[config.mk]
export PLATFORM = sky130hd
export DESIGN_NAME = inst_fetch_queue
export DESIGN_NICKNAME = d
export VERILOG_FILES = /design/src/rtl/inst_fetch_queue.sv
export SDC_FILE = /design/constraint.sdc
export NUM_CORES = 1
export LEC_CHECK = 0
export ABC_AREA = 1
export CORE_ASPECT_RATIO = 1.25
export CORE_MARGIN = 2
export CORE_UTILIZATION = 50
export DETAILED_ROUTE_END_ITERATION = 8
export HOLD_SLACK_MARGIN = 0.02
export PLACE_DENSITY_LB_ADDON = 0.25
export SYNTH_ARGS = -nofsm -noshare
export SYNTH_HDL_FRONTEND = slang
export SYNTH_SLANG_ARGS = --single-unit
export TNS_END_PERCENT = 50
[constraint.sdc]
create_clock -name clk_i -period 10.9 [get_ports clk_i]
set_clock_uncertainty 0.05 [all_clocks]
set_input_delay 1.09 -clock clk_i [delete_from_list [all_inputs] [get_ports clk_i]]
set_output_delay 1.09 -clock clk_i [all_outputs]
set_load 0.005 [all_outputs]
[src/rtl/inst_fetch_queue.sv]
// Fetch-to-decode instruction queue: DEPTH {pc, inst} entries with show-ahead head.
// Define IFQ_BYPASS_EN to let a beat pass straight through an empty queue in zero cycles.
module inst_fetch_queue #(
    parameter int XLEN  = 32,
    parameter int DEPTH = 4,
    localparam int ADDR_W = $clog2(DEPTH)
) (
    input  logic              clk_i,
    input  logic              rst_i,
    input  logic              stall_i,
    input  logic              flush_i,
    input  logic              in_valid_i,
    output logic              in_ready_o,
    input  logic [XLEN-1:0]   pc_i,
    input  logic [XLEN-1:0]   inst_i,
    output logic              out_valid_o,
    input  logic              out_ready_i,
    output logic [XLEN-1:0]   pc_o,
    output logic [XLEN-1:0]   inst_o,
    output logic [ADDR_W:0]   level_o
);

    localparam logic [ADDR_W:0] FULL_LVL = (ADDR_W + 1)'(DEPTH);
    localparam logic [ADDR_W:0] EMPTY_LVL = (ADDR_W + 1)'(0);

    logic [2*XLEN-1:0] mem_r [DEPTH];
    logic [ADDR_W-1:0] rd_ptr_r;
    logic [ADDR_W-1:0] wr_ptr_r;
    logic [ADDR_W:0]   count_r;
    logic              has_data_s;
    logic              bypass_s;
    logic              push_s;
    logic              pop_s;
    logic [2*XLEN-1:0] head_s;

    assign has_data_s = (count_r != EMPTY_LVL);
    assign head_s     = mem_r[rd_ptr_r];
    // Ready depends only on registered occupancy, so a full queue refuses even while popping.
    assign in_ready_o = (count_r != FULL_LVL);
    assign level_o    = count_r;

`ifdef IFQ_BYPASS_EN
    assign bypass_s = ~has_data_s & in_valid_i & out_ready_i & ~stall_i & ~flush_i;
`else
    assign bypass_s = 1'b0;
`endif

    assign push_s = in_valid_i & in_ready_o & ~flush_i & ~bypass_s;
    assign pop_s  = has_data_s & out_ready_i & ~stall_i & ~flush_i;

    // Head presentation toward decode; zeroed when nothing is available.
    always_comb begin
        out_valid_o = 1'b0;
        pc_o        = {XLEN{1'b0}};
        inst_o      = {XLEN{1'b0}};
        if (bypass_s) begin
            out_valid_o = 1'b1;
            pc_o        = pc_i;
            inst_o      = inst_i;
        end else if (has_data_s) begin
            out_valid_o = 1'b1;
            pc_o        = head_s[2*XLEN-1:XLEN];
            inst_o      = head_s[XLEN-1:0];
        end else begin
            out_valid_o = 1'b0;
        end
    end

    // Entry storage; intentionally not cleared by reset.
    always_ff @(posedge clk_i) begin
        if (push_s) begin
            mem_r[wr_ptr_r] <= {pc_i, inst_i};
        end
    end

    // Pointers and occupancy; reset and flush both empty the queue.
    always_ff @(posedge clk_i) begin
        if (rst_i || flush_i) begin
            rd_ptr_r <= {ADDR_W{1'b0}};
            wr_ptr_r <= {ADDR_W{1'b0}};
            count_r  <= EMPTY_LVL;
        end else begin
            if (push_s) begin
                wr_ptr_r <= wr_ptr_r + ADDR_W'(1);
            end
            if (pop_s) begin
                rd_ptr_r <= rd_ptr_r + ADDR_W'(1);
            end
            case ({push_s, pop_s})
                2'b10:   count_r <= count_r + (ADDR_W + 1)'(1);
                2'b01:   count_r <= count_r - (ADDR_W + 1)'(1);
                default: count_r <= count_r;
            endcase
        end
    end

endmodule
==> metrics <==
most common cell after layout, fill and taps aside nor2_1; final WL 21400 microns; die height 165 microns; post-synthesis mux area share 0; via count 6466; pre-CTS setup slack 6.77 ns; CTS max path bufs 3; CP endpoint kind output pin; slew at the pin closest to its max-slew limit 1.12 ns; total negative slack 0 ns; RSZ-0062 raised after global routing false; Slowest-stage cell, CP buf_4; hold buffers post-CTS 0; largest net degree at the start of global routing 119; fin crit period 4.61 ns; Post-DP HPWL 11400 microns; Cell Pwr Density 159 nW/um^2; max-cap violation count 0; final setup fails 0; worst vdd ir 0.0000978 V; Core ar. 20600 sq um; DRT Pass-1 Iters 4; Crit path largest cell delay 0.64 ns; CTS Buf Count 25; Slew Limit Headroom 0.256; layout cell share with drive strength beyond 1 0.0525; Synth Area in Compound Gates 0.0951; CP Max Fanout 65; Resize count post-CTS 0; chip width 133 microns; max-slew violation count 0; Crit path required time 9.76 ns; GRT overflow 0; worst-path cell chain buf_4, inv_2, buf_4, nor2_1, o21ai_1, a21oi_1, clkdlybuf4s50_1; worst min path class flip-flop to flip-flop; Post-Synth Adder-Cell Area 0.00793; port buffer count 138; Rows 59; Final Hold Fails 0; 1st-iter DRT viols 490; most frequent cells in the layout 265 x nor2_1, 256 x edfxtp_1, 138 x clkdlybuf4s50_1; first-pass GRT wire length 32800 microns; Peak Freq 217 MHz; antenna-violating nets left 0; final design utilization 0.617; Vias/cell 5.19; CTS tree built; most frequent CP cell buf_4; total setup buffers inserted after CTS 0; Overall Power 2.02 mW; gpl congestion 0.744; placed instance area 11900 sq um; synthesized flop and latch total 265; initial antenna violation count 1; CTS sink cnt 265; XOR/XNOR share of the synthesized area 0.000841; fin crit share 0.423; I/O pins 139; FILL cells 1569; H-Tree Depth 1; LEAKAGE 4.26 nW; Mapped Nets 902; vias in the first global route 6434; CTS root buf clkbuf_16; Avg WL per Cell 17.2 microns; CTS clk-pin slew, worst paths 0.06 ns; largest family of logic cells by synthesized area simple AND/OR/NAND/NOR gates; Seq/Total Area, Yosys 0.755; Syn Std Cell Area 10400 sq um; Synth cell types 18; final instance area 12700 sq um; DRC errors left 0; post-synthesis simple-gate area fraction 0.105; syn_area_per_cell 12.6 sq um; Arr. time, crit path 3.47 ns; Hold WS 0.435 ns; Clock Latency Late Sink 0.50 ns; die footprint 22000 sq um; Inst Count DP 1200; synth warn 0; GRT Util Overall 0.191; Critical Path Source Type flip-flop; Layout Cells excl Fill 1246; status completed; starting density of the core 0.506; Post-Syn Instances 826; Final #Nets 1029; Layout area overhead 21.9%; Crit Path Category flip-flop to output pin; final setup margin 6.29 ns
-- Yosys cell counts --
master | count | area share
a21oi_1 | 69 | 0.033
buf_1 | 5 | 0.0018
buf_2 | 14 | 0.0067
buf_4 | 4 | 0.0029
buf_6 | 12 | 0.013
clkbuf_1 | 12 | 0.0043
dfxtp_1 | 9 | 0.017
edfxtp_1 | 256 | 0.74
fa_1 | 1 | 0.0019
ha_1 | 5 | 0.0060
inv_1 | 17 | 0.0061
inv_2 | 3 | 0.0011
nand2_1 | 14 | 0.0050
nand3_1 | 6 | 0.0029
nor2_1 | 269 | 0.097
o21ai_0 | 119 | 0.057
o21ai_1 | 10 | 0.0048
xor2_1 | 1 | 0.00084
-- path summary, 6_finish.rpt --
check        startpoint           end  slack, ns  cells past startpoint
max           flip-flop      pc_o[15]       6.29                      7
min          level_o[0]    level_o[0]       0.43                      2
max reg2reg  level_o[0]  mem_r[2][49]       8.06                      5
min reg2reg  level_o[0]    level_o[0]       0.43                      2
-- kinds of logic (layout without fill, tap and decap cells) --
family	count (synthesis)	in the layout
adders and majority gates	6	6
AOI/OAI and AO/OA	198	198
DFF	265	265
other	0	1
xor gates and xnor gates	1	1
buffers and inverters	67	212
and+or+nand+nor	289	289
-- power breakdown --
| group | internal, mW | total (mW) | switching, mW |
|---|---|---|---|
| Clock | 0.449 | 0.788 | 0.339 |
| Combinational | 0.0495 | 0.101 | 0.0510 |
| Sequential | 1.13 | 1.14 | 0.00345 |
| Total | 1.63 | 2.02 | 0.394 |
-- critical path: cells and delay by family, from the launching register on --
kind            cells  cell delay [ns]
buf+inv             4             2.12
simple gates        1             0.15
compound gates      2             0.33
flops               1             0.31
-- final cells by class --
type / count / area [sq um] / share of cell area
Multi-Input combinational cell: 494 / 2200 / 0.174
Sequential cell: 265 / 7870 / 0.620
Clock buffer: 36 / 707 / 0.0557
Timing Repair Buffer: 147 / 1450 / 0.114
Antenna cell: 1 / 2.50 / 0.000197
Tap cell: 274 / 343 / 0.0270
Clock inverter: 9 / 47.5 / 0.00374
Inverter: 20 / 76.3 / 0.00601
-- per-layer routing --
| metal | global-route usage | part of all wire | up-vias |
|---|---|---|---|
| met5 | 0 | 0 | - |
| met4 | 0.0571 | 0.016 | 0 |
| met3 | 0.0351 | 0.049 | 26 |
| met2 | 0.346 | 0.53 | 144 |
| met1 | 0.235 | 0.41 | 3138 |
| li1 | - | - | 3158 |
-- registers in the layout, summed over array words and instances, names as in the netlist, named ones only --
name,count
rd_ptr_r,2
level_o,3
wr_ptr_r,2
mem_r,256
(Power assumes the default switching activity.)
